[src/rtl/pool2x2_stream.sv]
// Streaming 2x2/stride-2 max/average pooling for one channel of a raster-order feature map.
// A pair register merges horizontal neighbours; a half-row line buffer merges vertical pairs.
module pool2x2_stream #(
   parameter int DATA_W = 8,
   parameter int IMG_W  = 8,
   parameter int IMG_H  = 8
) (
   input  logic              clk,
   input  logic              rst,
   input  logic              pool_mode,
   input  logic              in_valid,
   output logic              in_ready,
   input  logic [DATA_W-1:0] in_data,
   output logic              out_valid,
   input  logic              out_ready,
   output logic [DATA_W-1:0] out_data,
   output logic              frame_done
);

   localparam int CW   = $clog2(IMG_W);
   localparam int RW   = $clog2(IMG_H);
   localparam int HALF = IMG_W / 2;
   localparam int BW   = (HALF > 1) ? $clog2(HALF) : 1;

   logic [CW-1:0]     col;
   logic [RW-1:0]     row;
   logic [DATA_W-1:0] pair_q;
   logic              mode_q;
   logic              last_q;

   logic signed [DATA_W:0] line_buf [HALF];

   logic                     in_xfer, out_xfer;
   logic                     first_px, mode_eff;
   logic                     col_last, row_last, col_odd, row_odd;
   logic                     win_done;
   logic [BW-1:0]            buf_idx;
   logic signed [DATA_W:0]   pix_s, pair_s, pair_p, buf_v;
   logic signed [DATA_W+1:0] win_sum;
   logic [DATA_W-1:0]        win_val;

   // Valid/ready: a beat moves on a rising edge where valid && ready; the producer holds
   // valid and data steady until that edge, and ready may depend combinationally on out_ready.
   assign in_ready = !out_valid || out_ready;
   assign in_xfer  = in_valid && in_ready;
   assign out_xfer = out_valid && out_ready;

   assign first_px = (col == '0) && (row == '0);
   // The first pixel of a frame uses the live pool_mode, not the previous frame's latch.
   assign mode_eff = first_px ? pool_mode : mode_q;
   assign col_last = (col == CW'(IMG_W - 1));
   assign row_last = (row == RW'(IMG_H - 1));
   assign col_odd  = col[0];
   assign row_odd  = row[0];
   assign win_done = in_xfer && col_odd && row_odd;
   assign buf_idx  = BW'(col >> 1);

   assign pix_s  = {in_data[DATA_W-1], in_data};
   assign pair_s = {pair_q[DATA_W-1], pair_q};
   assign pair_p = mode_eff ? (pair_s + pix_s) : ((pair_s > pix_s) ? pair_s : pix_s);
   assign buf_v  = line_buf[buf_idx];

   // Two extra bits over a pixel hold the sum of four pixels; floor division is >>> 2.
   assign win_sum = {buf_v[DATA_W], buf_v} + {pair_p[DATA_W], pair_p};
   assign win_val = mode_eff ? DATA_W'(win_sum >>> 2)
                             : DATA_W'((buf_v > pair_p) ? buf_v : pair_p);

   always_ff @(posedge clk or posedge rst) begin
      if (rst) begin
         col        <= '0;
         row        <= '0;
         pair_q     <= '0;
         mode_q     <= 1'b0;
         last_q     <= 1'b0;
         out_valid  <= 1'b0;
         out_data   <= '0;
         frame_done <= 1'b0;
      end else begin
         frame_done <= out_xfer && last_q;
         if (in_xfer) begin
            if (first_px) mode_q <= pool_mode;
            if (!col_odd) pair_q <= in_data;
            if (col_last) begin
               col <= '0;
               row <= row_last ? '0 : row + RW'(1);
            end else begin
               col <= col + CW'(1);
            end
         end
         if (win_done) begin
            out_valid <= 1'b1;
            out_data  <= win_val;
            last_q    <= row_last && col_last;
         end else if (out_xfer) begin
            out_valid <= 1'b0;
         end
      end
   end

   // Buffer contents need no reset: each entry is written on an even row before the odd row reads it.
   always_ff @(posedge clk) begin
      if (in_xfer && col_odd && !row_odd) line_buf[buf_idx] <= pair_p;
   end

endmodule

[config.mk]
export PLATFORM = sky130hd
export DESIGN_NAME = pool2x2_stream
export DESIGN_NICKNAME = d
export VERILOG_FILES = /design/src/rtl/pool2x2_stream.sv
export SDC_FILE = /design/constraint.sdc
export NUM_CORES = 1
export LEC_CHECK = 0
export BUFFER_PORTS_ARGS = -buffer_cell sky130_fd_sc_hd__buf_2
export CAP_MARGIN = 20
export CORE_MARGIN = 2
export CORE_UTILIZATION = 37
export CTS_CLUSTER_SIZE = 40
export DETAILED_ROUTE_END_ITERATION = 8
export RECOVER_POWER = 100
export SLEW_MARGIN = 15
export SYNTH_ARGS = -nofsm -noshare
export SYNTH_HDL_FRONTEND = slang
export SYNTH_SLANG_ARGS = --single-unit
[constraint.sdc]
create_clock -name clk -period 3.5 [get_ports clk]
set_clock_uncertainty 0.1 [all_clocks]
set_input_delay 0.7 -clock clk [delete_from_list [all_inputs] [get_ports clk]]
set_output_delay 0.7 -clock clk [all_outputs]
set_load 0.005 [all_outputs]
---- Word level (Yosys, flattened, before mapping) ----
Memories as Yosys holds them, arrays and structs flattened.
Cells that the tools add are included.
storage, ports and cells
  register bits ........................... 26
  memory bits (writable) .................. 36
  input port bits ......................... 13
  output and inout port bits .............. 11
  logic and storage cells ................. 45
  memories kept ........................... 1
memories
  name      words  width  rd ports  clocked after memory_dff  write ports  line  RTL
  line_buf  4      9      1         0                         1            31    logic signed [DATA_W:0] line_buf [HALF];
cells by class
  $add $sub $neg .......................... 4
  magnitude comparators ................... 2
  equal/unequal tests ..................... 2
  muxes and demuxes ....................... 11
  bitwise operators ....................... 1
  reductions and logical operators ........ 16
operators by type and width
  cell                                         number
  two-way mux 9 bit                            2
  two-way mux 8 bit                            2
  adder 9 x 9 -> 10 bit                        1
  adder 8 x 8 -> 9 bit                         1
  greater-than comparator 9 bit                1
  greater-than comparator 8 bit                1
  logical AND 1 bit                            8
  adder 3 x 1 -> 3 bit, second input constant  2
  == test 3 bit, second input constant         2
  zero test 3 bit                              2
  two-way mux 3 bit                            2
  two-way mux 1 bit                            5
  AND reduction 2 bit                          2
  zero test 1 bit                              2
  nonzero test 2 bit                           1
  logical OR 1 bit                             1
  NOT 1 bit                                    1

---- Longest topological paths before layout ----
Gate-level depths: netlist of the first run.
  depth after elaboration ................. 7
  gate-level depth with buffers ........... 19
  mapped depth without buffers ............ 17

---- Worst setup path before layout of the first run ----
No wires, ideal clock.
  path type ............................... input -> register
  start ................................... input port in_data[5]
  end ..................................... register out_data[7]
  setup time .............................. 0.140 ns
  arrival ................................. 3.748 ns
  required time ........................... 3.260 ns
  setup slack ............................. -0.489 ns
  cell stages on the path ................. 17
  buffers on the path ..................... 0
  path through ............................ inv_1 -> ha_1 -> a21oi_2 -> o211a_4 -> a211oi_4 -> o21ai_4 -> mux2_2 -> nor2_1 -> a21oi_1 -> ha_1 -> or3b_1 -> nand4_1 -> a31o_2 -> a21oi_1 -> o21ba_2 -> a221oi_1 -> o211ai_1
on the way
  longest elaborated chain between the ends .. 6
  elaborated cells on any way between the ends .. 8
  classes of those cells .................. add/sub (2); order compare (2); mux (4)
ends and longest elaborated chain
  item                                 line  RTL
  start, declared                      13    input logic [DATA_W-1:0] in_data,
  greater-than comparator 8 bit (*)    60    assign pair_p = mode_eff ? (pair_s + pix_s) : ((pair_s > pix_s) ? pair_s : pix_s);
  two-way mux 9 bit (*) (2 in series)  60
  named net pair_p[0]                  38    logic signed [DATA_W:0] pix_s, pair_s, pair_p, buf_v;
  greater-than comparator 9 bit        66    : DATA_W'((buf_v > pair_p) ? buf_v : pair_p);
  two-way mux 8 bit                    66
  two-way mux 8 bit (*)                65    assign win_val = mode_eff ? DATA_W'(win_sum >>> 2)
  end signal, assigned                 92    out_data <= win_val;
  end, declared                        16    output logic [DATA_W-1:0] out_data,
The timed path passes the listed nets; every way through them passes the cells marked *.
A chain may end at the register's enable or synchronous reset.

---- Final worst setup path of the first run ----
  start ................................... input port in_data[1]
  end ..................................... register out_data[7]
on the way
  longest elaborated chain between the ends .. 6
  elaborated cells on any way between the ends .. 8
  classes of those cells .................. add/sub (2); order compare (2); mux (4)
ends and longest elaborated chain
  item                           line
  greater-than comparator 8 bit  60
  two-way mux 9 bit              60
  two-way mux 9 bit (*)          60
  greater-than comparator 9 bit  66
  two-way mux 8 bit              66
  two-way mux 8 bit (*)          65
Every way passes the cells marked *; elsewhere a longest branch is shown, timed or not.

==> out/qor.csv, run 1 <==
stage,metric,value,unit
worst_setup_path,WP data arrival,3870,ps
timing,max_slew headroom,0.411,
layout,most frequent cells in the layout,"buf_4, edfxtp_1, ha_1",
synth,Synth area leaders,"edfxtp_1, dfrtp_1, ha_1",
cts,Hold Buf Count CTS,0,
drt,DR DRC count,0,
layout,# nets final,496,
die,height of the die,105,um
placed_design,Final HPWL DP,6960,um
grt,pin count of the biggest net entering global routing,17,
die,Initial Util,0.385,
grt,initial antenna violation count,0,
grt,GRT Total Usage,0.181,
drt,routed vias/inst,5.00,
timing,min Tclk post-route,3750,ps
synth,top cell type's share of synthesized area,0.284,
cts,CTS tree,done,
placed_design,dpl cells,549,
synth,Post-Synth XOR/XNOR Area,0.0300,
timing,Max Fclk,267,MHz
grt,first-pass GRT wire length,15600,um
synth,Unique masters post-synth,53,
timing,setup TNS,-1450,ps
drt,DRT antenna net count,0,
worst_setup_path,required time worst endpoint,3620,ps
cts,Worst-Skew Late Latency,340,ps
cts,TritonCTS Sinks,62,
die,I/O pin cnt,24,
die,chip width,105,um
layout,ant diodes,0,
drt,total wire length,9510,um
status,status,"finished, violations left",
cts,clk buf depth,2,
synth,Netlist Area Pre-Place,0.00380,mm^2
timing,worst hold slack,303,ps
synth,Synth Register Bits,62,
cts,H-tree depth,3,
status,failing checks,negative setup slack,
die,core area,0.00986,mm^2
timing,Tcrit/Tclk final,1.07,
drt,Iter 0 DRT Violations,178,
worst_setup_path,CP max FO,7,
synth,Yosys warning total,0,
layout,"commonest non-fill, non-tap cell in the layout",buf_4,
cts,CTS Buf Count,9,
layout,share of layout cells above drive strength 1,0.461,
synth,register area share after synthesis,0.456,
synth,simple-gate area share of the yosys netlist,0.109,
min_path,Min-Delay Path Class,input pin to async pin,
layout,"Area growth, synth to finish",41.1,%
timing,RSZ-0062 raised after global routing,yes,
synth,post-synthesis mux area share,0.112,
cts,Clock Tree Root,clkbuf_8,
timing,"Setup violations, final",8,
synth,post-synthesis adder-cell area fraction,0.137,
grt,gr ovfl total,0,
layout,Post-Route Utilization,0.544,
timing,Slew Limit Fails,0,
synth,cell taking the most area after synthesis,edfxtp_1,
placed_design,I/O Buffers,23,
synth,Gate Count Post-Synth,325,
layout,FILL cells,854,
worst_setup_path,CP Capture Type,flip-flop,
die,num rows,36,
cts,"CTS clk-pin slew, worst paths",90,ps
drt,wire per inst,16.4,um
synth,main combinational cell family by area after synthesis,adder cells,
timing,final hold vios,0,
synth,Synth Area in Compound Gates,0.121,
synth,Syn Area/Cell,11.7,um^2
die,die area,0.0111,mm^2
timing,Final WS setup,-245,ps
drt,vias after detailed routing,2900,
placed_design,Placer Congestion,0.891,
synth,Post-Syn Nets,379,
drt,DR pass1 iterations,4,
worst_setup_path,CP Class,input pin to flip-flop,
worst_setup_path,startpoint types,input pin,
layout,fin cells,580,
grt,vias in the first global route,3004,
timing,worst-margin pin slew,881,ps
job,MaxCap Viol Count,0,
-- critical path, cell delays in order --
cell	delay, ps
buf_8	100
inv_4	50
ha_4	200
nor2b_4	120
o211ai_1	350
o211ai_4	140
o21ai_4	90
buf_12	160
mux2i_4	230
nand2_1	80
o21ai_1	80
ha_1	270
or3b_4	380
nand4_1	80
a31o_2	180
a21oi_2	80
o21ba_4	200
a221oi_2	220
o211ai_1	120
-- cell usage after synthesis (all sizes together) --
master / n
a221oi: 2
o21ai: 7
a211oi: 6
nand2: 19
o211a: 1
or3: 1
fa: 1
dfrtp: 26
a31oi: 2
nand3: 8
edfxtp: 36
o31ai: 2
a21oi: 17
mux2i: 10
a31o: 1
nor2: 23
a221o: 3
xnor2: 12
and3: 5
mux2: 11
clkbuf: 4
xor2: 1
and2: 3
o32ai: 1
mux4: 9
ha: 40
buf: 3
o21ba: 1
a2111oi: 1
or2: 4
nor4: 1
nand2b: 4
o211ai: 4
a211o: 2
o221ai: 1
a21o: 4
o21a: 2
or3b: 1
nand4: 2
nor3: 9
inv: 27
o21bai: 3
nor2b: 5
-- path summary, 6_finish.rpt --
| check | startpoint | end | slack, ps | depth (start not counted) |
|---|---|---|---|---|
| max | in_data[1] | out_data[7] | -250 | 19 |
| min | rst | frame_done | 300 | 2 |
| max reg2reg | pair_q[1] | out_data[7] | -200 | 17 |
| min reg2reg | last_q | last_q | 370 | 2 |
| max in group asynchronous | rst | pair_q[3] | 1840 | 3 |
| min in group clk | last_q | last_q | 370 | 2 |
-- cell type report --
type	count	area, um^2	share of cell area
Multi-Input combinational cell	229	2290	0.427
Tap cell	133	166	0.0310
Sequential cell	62	1730	0.323
Clock buffer	9	124	0.0231
Inverter	27	111	0.0208
Clock inverter	7	97.6	0.0182
Timing Repair Buffer	113	843	0.157
-- sequential cells by signal, summed over array words and instances, names as in the netlist --
signal	count
out_data	8
col	3
row	3
pair_q	8
out_valid	1
last_q	1
frame_done	1
line_buf	36
mode_q	1
-- cells by family (layout without fill, tap and decap cells) --
kind of cell    count (synthesis)  in the layout
compound gates                 60             60
fa+ha+maj                      41             41
mux                            30             30
flops                          62             62
simple gates                   85             85
xor+xnor                       13             13
buf+inv                        34            156
-- routing by layer --
layer / global-route usage / routed length (um)
met1: 0.248 / 4400
met2: 0.288 / 4730
met3: 0.0421 / 308
met4: 0.0467 / 70
met5: 0 / 0
-- per-stage QoR --
stage	area, um^2	worst slack [ps]
floorplan	4000	-232
global placement	4820	-630
detailed placement	4840	-748
CTS	5210	-256
global route	5360	-392
finish	5360	-245
-- what timing repair did --
item	4_1_cts	5_1_grt
pin swaps	13	17
setup endpoints to repair	8	8
hold endpoints to repair	0	0
setup buffers	11	4
gates resized for setup	15	29
Power of run 1 is left out: the tool's default activity adds up to more than one toggle a clock period on the data nets, which glitch-free logic cannot reach.
==> run 2: changes to the inputs <==
--- a/config.mk
+++ b/config.mk
@@ -12,6 +12,7 @@
 export CTS_CLUSTER_SIZE = 40
 export DETAILED_ROUTE_END_ITERATION = 8
 export RECOVER_POWER = 100
+export SKIP_LAST_GASP = 1
 export SLEW_MARGIN = 15
 export SYNTH_ARGS = -nofsm -noshare
 export SYNTH_HDL_FRONTEND = slang
==> run 2 against run 1 <==
The run still ends with negative setup slack left. Register-to-register slack hardly changed. Hold slack worse by 1.1 ps. Critical path depth stayed put. Cell area is 1.0% lower. Sequential cell count stayed put. Via count is 0.31% higher. Critical endpoint unchanged.
==> out/qor.csv, run 2 (synthesis gave the netlist of run 1 again) <==
stage,metric,value,unit
grt,pin count of the biggest net entering global routing,17,
layout,# nets final,495,
timing,Max Fclk,267,MHz
worst_setup_path,WP data arrival,3860,ps
cts,clk buf depth,2,
layout,most frequent cells in the layout,"buf_4, edfxtp_1, ha_1",
timing,final hold vios,0,
placed_design,dpl cells,549,
worst_setup_path,Bufs and invs on worst path,3,
grt,vias in the first global route,3004,
cts,H-tree depth,3,
timing,Final WS setup,-240,ps
grt,GRT Total Usage,0.181,
worst_setup_path,"most used cell, CP",o211ai_1,
cts,TritonCTS Sinks,62,
grt,initial antenna violation count,0,
drt,DR pass1 iterations,4,
grt,gr ovfl total,0,
worst_setup_path,Worst setup startpoint,in_data[1],
cts,CTS tree,done,
worst_setup_path,CP cell instances,"buf_8, inv_4, ha_4, nor2b_4, o211ai_1, o211ai_4, o21ai_4, buf_12, mux2i_4, nand2_1, o21ai_1, ha_1, or3b_4, nand4_1, a31o_2, a21oi_2, o21ba_4, a221oi_2, o211ai_1",
drt,Iter 0 DRT Violations,195,
die,I/O pin cnt,24,
placed_design,I/O Buffers,23,
timing,RSZ-0062 raised after global routing,yes,
layout,FILL cells,860,
timing,setup TNS,-1590,ps
placed_design,Placer Congestion,0.891,
cts,Hold Buf Count CTS,0,
worst_setup_path,CP max FO,7,
status,failing checks,negative setup slack,
die,Initial Util,0.385,
worst_setup_path,required time worst endpoint,3620,ps
drt,vias after detailed routing,2909,
timing,"Setup violations, final",8,
worst_setup_path,Critical-path top delay cell,or3b_4,
timing,Slew Limit Fails,0,
layout,fin cells,579,
layout,sequential cell area,0.00173,mm^2
layout,ant diodes,0,
drt,routed vias/inst,5.02,
drt,total wire length,9420,um
status,status,"finished, violations left",
timing,worst hold slack,302,ps
cts,Clock Tree Root,clkbuf_8,
layout,share of layout cells above drive strength 1,0.451,
die,num rows,36,
layout,Largest Register,line_buf,
die,chip width,105,um
drt,wire per inst,16.3,um
timing,Tcrit/Tclk final,1.07,
worst_setup_path,reg2reg start,pair_q[1],
die,die area,0.0111,mm^2
worst_setup_path,CP Capture Type,flip-flop,
worst_setup_path,CP peak stage delay,380,ps
worst_setup_path,startpoint types,input pin,
die,height of the die,105,um
layout,Regs by FF count,"line_buf: 36 flops, out_data: 8 flops, pair_q: 8 flops",
layout,max reg flops,36,
cts,Worst-Skew Late Latency,350,ps
worst_setup_path,CP Class,input pin to flip-flop,
job,MaxCap Viol Count,0,
drt,DRT antenna net count,0,
cts,"CTS clk-pin slew, worst paths",90,ps
min_path,Min-Delay Path Class,input pin to async pin,
die,core area,0.00986,mm^2
placed_design,Final HPWL DP,6960,um
layout,"Area growth, synth to finish",39.7,%
cts,CTS Buf Count,9,
drt,DR DRC count,0,
layout,"commonest non-fill, non-tap cell in the layout",buf_4,
layout,Final Cell Area,0.00531,mm^2
grt,first-pass GRT wire length,15600,um
timing,min Tclk post-route,3740,ps
layout,multi-input logic area,0.00225,mm^2
placed_design,DP Area,0.00484,mm^2
timing,worst-margin pin slew,895,ps
worst_setup_path,"Largest delay share family, worst path",compound AO/OA/AOI/OAI gates,
timing,max_slew headroom,0.401,
-- run 2: through the flow --
stage / setup WS [ps] / utilization
after floorplan: -232 / -
after global placement: -630 / 0.489
after detailed placement: -748 / 0.490
after CTS: -256 / 0.528
after global routing: -401 / 0.538
final: -240 / 0.538
-- run 2: repair_timing --
| action | in CTS | in global routing |
|---|---|---|
| hold endpoints to repair | 0 | 0 |
| setup endpoints to repair | 8 | 8 |
| pin swaps | 13 | 16 |
| gates resized for setup | 14 | 21 |
| setup buffers | 11 | 3 |
-- run 2: cell type report --
cell class / instances / area share
clock inverters: 7 / 0.0184
repair buffers: 112 / 0.156
inverters: 27 / 0.0210
well taps: 133 / 0.0313
clock buffers: 9 / 0.0233
flip-flops and latches: 62 / 0.326
multi-input cells: 229 / 0.424
-- run 2: final timing paths --
check	endpoint	slack (ps)	cells after the start
min in group clk	last_q	370	2
min reg2reg	last_q	370	2
max in group asynchronous	out_data[3]	1860	3
max reg2reg	out_data[7]	-200	17
max	out_data[7]	-240	19
min	frame_done	300	2
-- run 2: per-layer routing --
layer  routed length (um)  GRT usage
met4                   81     0.0467
met2                 4670      0.288
met5                    0          0
met1                 4310      0.248
met3                  359     0.0421
Power of run 2 is left out for the same reason.
